File: src/rtl/ysyx_22041207_lsu_pkg.sv
// Shared encodings for the load/store unit: FSM states, funct3 values and
// the legality/alignment check used when an operation is accepted.
package ysyx_22041207_lsu_pkg;

  typedef enum logic [1:0] {
    ST_IDLE = 2'd0,
    ST_REQ  = 2'd1,
    ST_WAIT = 2'd2,
    ST_DONE = 2'd3
  } lsu_state_e;

  localparam logic [2:0] F3_LB  = 3'b000;
  localparam logic [2:0] F3_LH  = 3'b001;
  localparam logic [2:0] F3_LW  = 3'b010;
  localparam logic [2:0] F3_LD  = 3'b011;
  localparam logic [2:0] F3_LBU = 3'b100;
  localparam logic [2:0] F3_LHU = 3'b101;
  localparam logic [2:0] F3_LWU = 3'b110;

  localparam logic [2:0] F3_SB  = 3'b000;
  localparam logic [2:0] F3_SH  = 3'b001;
  localparam logic [2:0] F3_SW  = 3'b010;
  localparam logic [2:0] F3_SD  = 3'b011;

  // funct3[1:0] encodes the access size for every legal load and store.
  function automatic logic lsu_op_ok(input logic wen, input logic [2:0] funct3,
                                     input logic [2:0] off);
    logic legal;
    logic aligned;
    legal = wen ? (funct3[2] == 1'b0) : (funct3 != 3'b111);
    case (funct3[1:0])
      2'b00:   aligned = 1'b1;
      2'b01:   aligned = (off[0] == 1'b0);
      2'b10:   aligned = (off[1:0] == 2'b00);
      default: aligned = (off == 3'b000);
    endcase
    return legal && aligned;
  endfunction

endpackage

File: src/rtl/ysyx_22041207_lsu_align.sv
// Byte-lane steering: store mask/data shift and load extract with sign or
// zero extension. Purely combinational.
module ysyx_22041207_lsu_align
  import ysyx_22041207_lsu_pkg::*;
(
  input  logic        wen,
  input  logic [2:0]  funct3,
  input  logic [2:0]  off,
  input  logic [63:0] wdata,
  input  logic [63:0] rdata,
  output logic [7:0]  wmask,
  output logic [63:0] wdata_sh,
  output logic [63:0] rdata_ext
);

  logic [5:0]  sh_amt;
  logic [63:0] lane;

  assign sh_amt = {off, 3'b000};
  assign lane   = rdata >> sh_amt;

  always_comb begin
    wmask    = 8'h00;
    wdata_sh = 64'd0;
    if (wen) begin
      wdata_sh = wdata << sh_amt;
      case (funct3)
        F3_SB:   wmask = 8'h01 << off;
        F3_SH:   wmask = 8'h03 << off;
        F3_SW:   wmask = 8'h0F << off;
        F3_SD:   wmask = 8'hFF;
        default: wmask = 8'h00;
      endcase
    end
  end

  always_comb begin
    rdata_ext = 64'd0;
    case (funct3)
      F3_LB:   rdata_ext = {{56{lane[7]}}, lane[7:0]};
      F3_LH:   rdata_ext = {{48{lane[15]}}, lane[15:0]};
      F3_LW:   rdata_ext = {{32{lane[31]}}, lane[31:0]};
      F3_LD:   rdata_ext = lane;
      F3_LBU:  rdata_ext = {56'd0, lane[7:0]};
      F3_LHU:  rdata_ext = {48'd0, lane[15:0]};
      F3_LWU:  rdata_ext = {32'd0, lane[31:0]};
      default: rdata_ext = 64'd0;
    endcase
  end

endmodule

File: src/rtl/ysyx_22041207_lsu.sv
// Load/store unit: one operation per handshake, aligned 64-bit memory request.
// Optional WAIT timeout enabled by defining YSYX_22041207_LSU_TIMEOUT_EN.
module ysyx_22041207_lsu
  import ysyx_22041207_lsu_pkg::*;
#(
  parameter int TIMEOUT_CYCLES = 256
) (
  input  logic        clk,
  input  logic        rst,
  input  logic        lsu_valid,
  output logic        lsu_ready,
  input  logic        lsu_wen,
  input  logic [2:0]  lsu_funct3,
  input  logic [63:0] lsu_addr,
  input  logic [63:0] lsu_wdata,
  output logic        lsu_done,
  output logic [63:0] ramdout,
  output logic        lsu_err,
  output logic        mem_req_valid,
  input  logic        mem_req_ready,
  output logic [63:0] mem_req_addr,
  output logic        mem_req_wen,
  output logic [63:0] mem_req_wdata,
  output logic [7:0]  mem_req_wmask,
  input  logic        mem_rsp_valid,
  input  logic [63:0] mem_rsp_rdata
);

  lsu_state_e  state_q, state_d;
  logic        wen_q, wen_d;
  logic [2:0]  funct3_q, funct3_d;
  logic [63:0] addr_q, addr_d;
  logic [63:0] wdata_q, wdata_d;
  logic [63:0] ramdout_q, ramdout_d;
  logic        err_q, err_d;
  logic        timeout_hit;

  logic [7:0]  al_wmask;
  logic [63:0] al_wdata;
  logic [63:0] al_rdata;

  ysyx_22041207_lsu_align u_align (
    .wen       (wen_q),
    .funct3    (funct3_q),
    .off       (addr_q[2:0]),
    .wdata     (wdata_q),
    .rdata     (mem_rsp_rdata),
    .wmask     (al_wmask),
    .wdata_sh  (al_wdata),
    .rdata_ext (al_rdata)
  );

`ifdef YSYX_22041207_LSU_TIMEOUT_EN
  localparam int CNT_W = (TIMEOUT_CYCLES > 1) ? $clog2(TIMEOUT_CYCLES) : 1;
  logic [CNT_W-1:0] cnt_q, cnt_d;

  assign timeout_hit = (cnt_q == CNT_W'(TIMEOUT_CYCLES - 1));

  // Held at zero outside WAIT, so it starts from zero on every WAIT entry.
  always_comb begin
    cnt_d = '0;
    if (state_q == ST_WAIT) cnt_d = cnt_q + CNT_W'(1);
  end

  always_ff @(posedge clk or posedge rst) begin
    if (rst) cnt_q <= '0;
    else     cnt_q <= cnt_d;
  end
`else
  logic unused_timeout;
  assign unused_timeout = ^TIMEOUT_CYCLES;
  assign timeout_hit    = 1'b0;
`endif

  always_comb begin
    state_d   = state_q;
    wen_d     = wen_q;
    funct3_d  = funct3_q;
    addr_d    = addr_q;
    wdata_d   = wdata_q;
    ramdout_d = ramdout_q;
    err_d     = err_q;
    case (state_q)
      ST_IDLE: begin
        if (lsu_valid) begin
          wen_d    = lsu_wen;
          funct3_d = lsu_funct3;
          addr_d   = lsu_addr;
          wdata_d  = lsu_wdata;
          if (lsu_op_ok(lsu_wen, lsu_funct3, lsu_addr[2:0])) begin
            state_d = ST_REQ;
          end else begin
            state_d   = ST_DONE;
            err_d     = 1'b1;
            ramdout_d = 64'd0;
          end
        end
      end
      ST_REQ: begin
        if (mem_req_ready) state_d = ST_WAIT;
      end
      ST_WAIT: begin
        if (mem_rsp_valid) begin
          state_d   = ST_DONE;
          err_d     = 1'b0;
          ramdout_d = wen_q ? 64'd0 : al_rdata;
        end else if (timeout_hit) begin
          state_d   = ST_DONE;
          err_d     = 1'b1;
          ramdout_d = 64'd0;
        end
      end
      default: state_d = ST_IDLE;
    endcase
  end

  always_ff @(posedge clk or posedge rst) begin
    if (rst) begin
      state_q   <= ST_IDLE;
      wen_q     <= 1'b0;
      funct3_q  <= 3'd0;
      addr_q    <= 64'd0;
      wdata_q   <= 64'd0;
      ramdout_q <= 64'd0;
      err_q     <= 1'b0;
    end else begin
      state_q   <= state_d;
      wen_q     <= wen_d;
      funct3_q  <= funct3_d;
      addr_q    <= addr_d;
      wdata_q   <= wdata_d;
      ramdout_q <= ramdout_d;
      err_q     <= err_d;
    end
  end

  // Request fields are driven only in REQ so the bus is quiet otherwise.
  assign lsu_ready     = (state_q == ST_IDLE);
  assign lsu_done      = (state_q == ST_DONE);
  assign ramdout       = ramdout_q;
  assign lsu_err       = err_q;
  assign mem_req_valid = (state_q == ST_REQ);
  assign mem_req_addr  = mem_req_valid ? {addr_q[63:3], 3'b000} : 64'd0;
  assign mem_req_wen   = mem_req_valid & wen_q;
  assign mem_req_wdata = mem_req_valid ? al_wdata : 64'd0;
  assign mem_req_wmask = mem_req_valid ? al_wmask : 8'h00;

endmodule
File: config.mk
export PLATFORM = sky130hd
export DESIGN_NAME = ysyx_22041207_lsu
export DESIGN_NICKNAME = d
export VERILOG_FILES = /design/src/rtl/ysyx_22041207_lsu_pkg.sv /design/src/rtl/ysyx_22041207_lsu_align.sv /design/src/rtl/ysyx_22041207_lsu.sv
export SDC_FILE = /design/constraint.sdc
export NUM_CORES = 1
export LEC_CHECK = 0
export ABC_AREA = 1
export CORE_MARGIN = 2
export CORE_UTILIZATION = 45
export DETAILED_ROUTE_END_ITERATION = 16
export GPL_ROUTABILITY_DRIVEN = 1
export GPL_TIMING_DRIVEN = 0
export HOLD_SLACK_MARGIN = 0.1
export PLACE_DENSITY = 0.79
export SETUP_SLACK_MARGIN = 0.3
export SLEW_MARGIN = 0
export SYNTH_ARGS = -nofsm -noshare
export SYNTH_HDL_FRONTEND = slang
export SYNTH_SLANG_ARGS = --single-unit
File: constraint.sdc
create_clock -name clk -period 13.7 [get_ports clk]
set_input_delay 2.055 -clock clk [delete_from_list [all_inputs] [get_ports clk]]
set_output_delay 2.055 -clock clk [all_outputs]
set_load 0.02 [all_outputs]
==> qor.yml, run 1 <==
critical_path:
  arrival_ns: 3.45
  crit_start: "addr_q[1]"
  critPathKind: "register to primary output"
  critPathMaxFanout: 10
  critPathLaunchType: "register"
  crit-reg2reg-launch: "state_q[0]"
  cp.required_ns: 11.64
  end_kind: "primary output"
floorplan:
  die_y_um: 168.1
  rows: 60
  die_width_um: 168.1
  initial_core_util_pct: 45.36
  io_pins: 406
  core-area_sq_um: 26730
  die-area_sq_um: 28270
clocking:
  htree_num_levels: 4
  cts-buffers-inserted: 17
  cts_max_path_buffers: 2
  clock_latency_ns: 0.46
  cts_tree: "done"
  clock-sinks: 199
  ctsResizeCount: 0
  clkSlewWorstSetupHoldPaths_ns: 0.09
  hold_buffers: 0
  cts_setup_buffers: 0
  root_buffer: "clkbuf_16"
power_and_ir_drop:
  switchingPower_mw: 1.961
  power_density_nw_per_um2: 231.0
  p_int_mw: 2.034
  vdd_ir_drop_max_mv: 0.1029
  p_sw_share_pct: 49.09
  power_frac_seq_pct: 25.8
  p_clk_share_pct: 14.6
  power_frac_comb_pct: 59.6
  power.leakage_nw: 8.350
yosys:
  synth_top_area_share_pct: 41.08
  synth.largest_area_cell: "dfrtp_1"
  ys_top_cells_by_count: "nand2_1 (528), dfrtp_1 (199), inv_1 (120)"
  netlist_top_cells_area: "dfrtp_1 (41%), nand2_1 (16%), mux2_2 (10%), o21ai_0 (3.8%), inv_1 (3.7%)"
  syn_area_per_cell_sq_um: 7.663
  ys_ff_latch: 199
  synth-edff-count: 0
  synthMostInstantiatedCell: "nand2_1"
  synth_area_sq_um: 12120
  synthCells: 1582
  synth_flop_cell: "dfrtp_1"
  ys_warn_count: 0
  ys_types: 41
  ys_seq_area_share_pct: 41.08
  synthArstFlopShare_pct: 100.0
grt:
  grt_pass1_wl_um: 78450
  grt_pass1_vias: 13280
  grtUsageTotal_pct: 36.90
  antenna_found_initial: 1
  grt_max_degree: 127
  overflow: 0
hold_path:
  hp-class: "register to register"
  worstHoldStart: "ramdout[52]"
timing:
  relSlewSlack_pct: 45.94
  final-setup-viol-count: 0
  fin_tns_setup_ns: 0
  rsz0062_at_grt: "no"
  fmax_mhz: 181.8
  whs_ns: 0.4858
  hold_violations: 0
  slew_violations: 0
  skew_ns: 0.01294
  min_period_over_period_pct: 40.15
  tightest_slew_ns: 0.8024
  period_needed_ns: 5.500
routing:
  vias_per_cell: 5.637
  vias: 13320
  drt-total-wl_um: 53180
  detail_route.wl_per_cell_um: 22.52
  ant_nets: 0
  drt_iter0_drc: 1134
  dr.pass1.iters: 8
  drcViolationCount: 0
run:
  drv_cap: 0
layout:
  area_growth_pct: 42.63
  fin_area_sq_um: 17290
  fill_cells: 2289
  nets: 2211
  final_layout_size_suffix_gt1_share_pct: 12.28
placed_design:
  place_area_sq_um: 16620
  dpl.hpwl_um: 41980
  gp_congestion: 1.040
  portBuffers: 402
run_status:
  run_status: "completed"
critical path, stage by stage, from the launching register on:
cell	delay, ns
dfrtp_1	0.39
inv_2	0.18
clkbuf_1	0.58
clkbuf_1	0.52
nand2_1	0.21
o21ai_0	0.42
clkdlybuf4s50_1	0.69
layer usage:
metal | track usage [%] | vias up | part of all wire (%)
met3 | 8.228 | 167 | 9.2
li1 | - | 6025 | -
met1 | 44.57 | 6301 | 38
met5 | 0 | - | 0
met4 | 17.92 | 0 | 5.5
met2 | 62.63 | 822 | 48
flip-flops by register name, summed over array words and instances (netlist names):
name / cells
addr_q: 64
ramdout: 64
wdata_q: 64
funct3_q: 3
state_q: 2
lsu_err: 1
wen_q: 1
layout make-up:
cell class,instances,area [sq um],share of cell area [%]
sequential,199,4980,28.80
multi-input combinational,1138,5996,34.68
antenna,2,5.005,0.02895
clock inverter,15,244.0,1.411
buffer,119,671.9,3.886
clock buffer,17,425.4,2.460
inverter,128,490.5,2.837
timing repair buffer,403,4051,23.43
tap,341,426.7,2.468
power by group through the flow:
stage,clock (mW),combinational [mW],sequential [mW]
3_5_place_dp,0,2.32,1.04
2_1_floorplan,0,1.38,1.05
3_3_place_gp,0,2.31,1.02
5_1_grt,0.609,2.53,1.06
6_report,0.582,2.38,1.03
4_1_cts,0.587,2.34,1.02
kinds of logic (layout without fill, tap and decap cells):
| group | count (synthesis) | in the layout | synth area share [%] |
|---|---|---|---|
| mux | 123 | 123 | 11.27 |
| compound gates | 233 | 233 | 10.63 |
| buf+inv | 247 | 682 | 9.526 |
| other cells | 1 | 5 | 0.03093 |
| flops | 199 | 199 | 41.08 |
| fa+ha+maj | 4 | 4 | 0.4129 |
| simple gates | 775 | 775 | 27.05 |
layout by cell type, fill, tap and decap left out, types with 3 or more instances in the layout:
cell type / netlist / routed
nand2_1: 528 / 528
a22o_1: 16 / 16
buf_2: 48 / 48
o211ai_1: 7 / 7
inv_16: 0 / 6
buf_6: 15 / 15
o21ai_1: 17 / 17
inv_2: 5 / 5
nand3_1: 89 / 89
buf_4: 11 / 11
or2_1: 4 / 4
a21oi_1: 74 / 74
dfrtp_1: 199 / 199
nand3_2: 3 / 3
buf_1: 12 / 12
nand2_2: 5 / 5
o21ai_0: 91 / 91
clkbuf_16: 0 / 17
clkbuf_1: 32 / 32
inv_8: 0 / 4
nor2_1: 72 / 72
or2_2: 9 / 9
inv_1: 120 / 119
conb_1: 1 / 3
mux2_2: 108 / 108
inv_12: 0 / 4
nor2_4: 3 / 3
nand4_1: 55 / 55
o22ai_1: 22 / 22
mux2i_1: 15 / 15
clkdlybuf4s50_1: 0 / 402
ha_1: 4 / 4
stage by stage:
step	total power, mW	utilization, %	worst slack [ns]	cells
after global placement	3.331	62.04	3.687	2327
after floorplan	2.429	-	6.219	1584
after global routing	4.202	64.68	8.126	2360
after CTS	3.950	64.68	8.318	2360
after detailed placement	3.360	62.17	8.830	2328
final	3.995	64.70	8.200	2362
final timing paths:
kind | slack [ns] | endpoint | cells after the start
min in group asynchronous | 2.03 | wdata_q[34] | 2
hold / removal | 0.49 | ramdout[52] | 2
max in group asynchronous | 10.63 | addr_q[12] | 3
setup reg to reg | 11.30 | addr_q[1] | 7
setup / recovery | 8.20 | mem_req_wdata[47] | 6
hold reg to reg | 0.49 | ramdout[52] | 2
Power figures use the tool's default switching activity.
==> run 2: changes to the inputs <==
--- a/config.mk
+++ b/config.mk
@@ -7,12 +7,12 @@
 export LEC_CHECK = 0
 export ABC_AREA = 1
 export CORE_MARGIN = 2
-export CORE_UTILIZATION = 45
+export CORE_UTILIZATION = 42
 export DETAILED_ROUTE_END_ITERATION = 16
 export GPL_ROUTABILITY_DRIVEN = 1
 export GPL_TIMING_DRIVEN = 0
 export HOLD_SLACK_MARGIN = 0.1
-export PLACE_DENSITY = 0.79
+export PLACE_DENSITY = 0.77
 export SETUP_SLACK_MARGIN = 0.3
 export SLEW_MARGIN = 0
 export SYNTH_ARGS = -nofsm -noshare
==> constraint.sdc (replaced) <==
create_clock -name clk -period 4.55 [get_ports clk]
set_input_delay 0.6825 -clock clk [delete_from_list [all_inputs] [get_ports clk]]
set_output_delay 0.6825 -clock clk [all_outputs]
set_load 0.02 [all_outputs]
==> qor.yml, run 2 (same netlist as run 1, synthesis figures left out) <==
run_status:
  run_status: "completed"
critical_path:
  critPathCapture: "mem_req_wdata[40]"
  arrival_ns: 3.53
  rr_endpoint: "addr_q[1]"
  crit-reg2reg-launch: "state_q[0]"
  rrSetupSlack_ns: 2.18
  crit_start: "state_q[1]"
  cp.required_ns: 3.87
  reg2reg_depth: 7
  critPathMaxFanout: 10
  critPathLaunchType: "register"
  critPathKind: "register to primary output"
  end_kind: "primary output"
routing:
  vias: 13430
  dr.pass1.iters: 6
  ant_nets: 0
  drt_iter0_drc: 1270
  drt-total-wl_um: 54060
  vias_per_cell: 5.575
  detail_route.wl_per_cell_um: 22.45
  drcViolationCount: 0
floorplan:
  initial_core_util_pct: 42.47
  core-area_sq_um: 28550
  die_width_um: 173.9
  die-area_sq_um: 30240
  io_pins: 406
  rows: 62
  die_y_um: 173.9
timing:
  tightest_slew_ns: 0.7852
  rsz0062_at_grt: "no"
  hold_violations: 0
  relSlewSlack_pct: 47.66
  slew_violations: 0
  fmax_mhz: 237.4
  min_period_over_period_pct: 92.59
  final-setup-viol-count: 0
  skew_ns: 0.01217
  period_needed_ns: 4.213
grt:
  grtUsageTotal_pct: 35.07
  grt_pass1_vias: 13680
  grt_max_degree: 45
  grt_pass1_wl_um: 80140
  overflow: 0
  antenna_found_initial: 4
placed_design:
  place_area_sq_um: 16740
  gp_congestion: 0.9738
  dpl.hpwl_um: 43180
  portBuffers: 402
  dpl.cell_count: 2375
power_and_ir_drop:
  switchingPower_mw: 5.915
  p_int_mw: 6.128
  power_density_nw_per_um2: 691.6
  vdd_ir_drop_max_mv: 0.3361
  p_sw_share_pct: 49.11
  power_frac_seq_pct: 25.8
  power_frac_comb_pct: 59.5
  p_clk_share_pct: 14.7
  power.leakage_nw: 8.378
layout:
  mostFrequentLayoutCell: "nand2_1"
  area_growth_pct: 43.65
  layout_common_cells: "nand2_1 (528), clkdlybuf4s50_1 (402), dfrtp_1 (199)"
  fin_area_sq_um: 17410
  final_layout_size_suffix_gt1_share_pct: 12.46
  instances_no_fill: 2408
  nets: 2215
clocking:
  hold_buffers: 0
  cts-buffers-inserted: 17
  cts_setup_buffers: 0
  htree_num_levels: 4
  clock-sinks: 199
  ctsResizeCount: 0
  clock_latency_ns: 0.47
  cts_tree: "done"
  cts_max_path_buffers: 2
  clkSlewWorstSetupHoldPaths_ns: 0.09
  root_buffer: "clkbuf_16"
hold_path:
  hp-class: "register to register"
run:
  drv_cap: 0
run 2: cell types whose count changed in the layout (fill, tap and decap cells not counted), sizes merged:
cell,change
buf,+4
clkinv,+1
clkinvlp,+1
diode,-1
inv,-2
run 2: layout make-up:
cell class | instances | area [sq um]
Fill cell | 2666 | 11130
Multi-Input combinational cell | 1138 | 5996
Sequential cell | 199 | 4980
Timing Repair Buffer | 407 | 4124
Buffer | 119 | 671.9
Inverter | 128 | 486.7
Tap cell | 384 | 480.5
Clock buffer | 17 | 425.4
Clock inverter | 15 | 247.7
Antenna cell | 1 | 2.502
run 2: worst min path at each step:
stage / from / endpoint / slack, ns / depth (start not counted)
5_1_grt: ramdout[54] / ramdout[54] / 0.51 / 2
3_3_place_gp: ramdout[21] / ramdout[21] / 0.46 / 2
3_5_place_dp: ramdout[39] / ramdout[39] / 0.47 / 2
6_report: ramdout[39] / ramdout[39] / 0.49 / 2
4_1_cts: ramdout[39] / ramdout[39] / 0.49 / 2
2_1_floorplan: wen_q / wen_q / 0.48 / 2
run 2: stage by stage:
stage / hold WS (ns) / util (%) / setup WS (ns) / TNS, ns / total power, mW
6_report: 0.4877 / 61.00 / 0.3369 / 0 / 12.04
5_1_grt: 0.5109 / 60.99 / 0.3057 / 0 / 12.65
4_1_cts: 0.4918 / 60.99 / 0.4202 / 0 / 11.92
3_5_place_dp: 0.4686 / 58.63 / 0.9428 / 0 / 10.14
3_3_place_gp: 0.4645 / 58.28 / -0.2604 / -45.96 / 10.02
2_1_floorplan: 0.4753 / - / 1.293 / 0 / 7.313
run 2: power groups by stage:
| stage | combinational (mW) | sequential [mW] | clock, mW |
|---|---|---|---|
| floorplan | 4.16 | 3.15 | 0 |
| global placement | 6.94 | 3.08 | 0 |
| detailed placement | 7.02 | 3.11 | 0 |
| CTS | 7.06 | 3.08 | 1.78 |
| global route | 7.63 | 3.18 | 1.84 |
| finish | 7.17 | 3.10 | 1.77 |
run 2: metal layers:
| metal | up-vias | wire [um] | global-route usage (%) |
|---|---|---|---|
| met1 | 6470 | 20970 | 43.13 |
| met2 | 735 | 25630 | 58.73 |
| met5 | - | 25 | 0 |
| met3 | 167 | 4424 | 6.715 |
| li1 | 6049 | - | - |
| met4 | 4 | 3010 | 18.10 |
run 2: critical path, stage by stage, from the launching register on:
cell	delay, ns
dfrtp_1	0.41
inv_1	0.10
ha_1	0.16
buf_2	0.23
nand2_1	0.11
clkinv_1	0.20
nand2_1	0.21
clkbuf_1	0.28
o21ai_0	0.62
clkdlybuf4s50_1	0.73
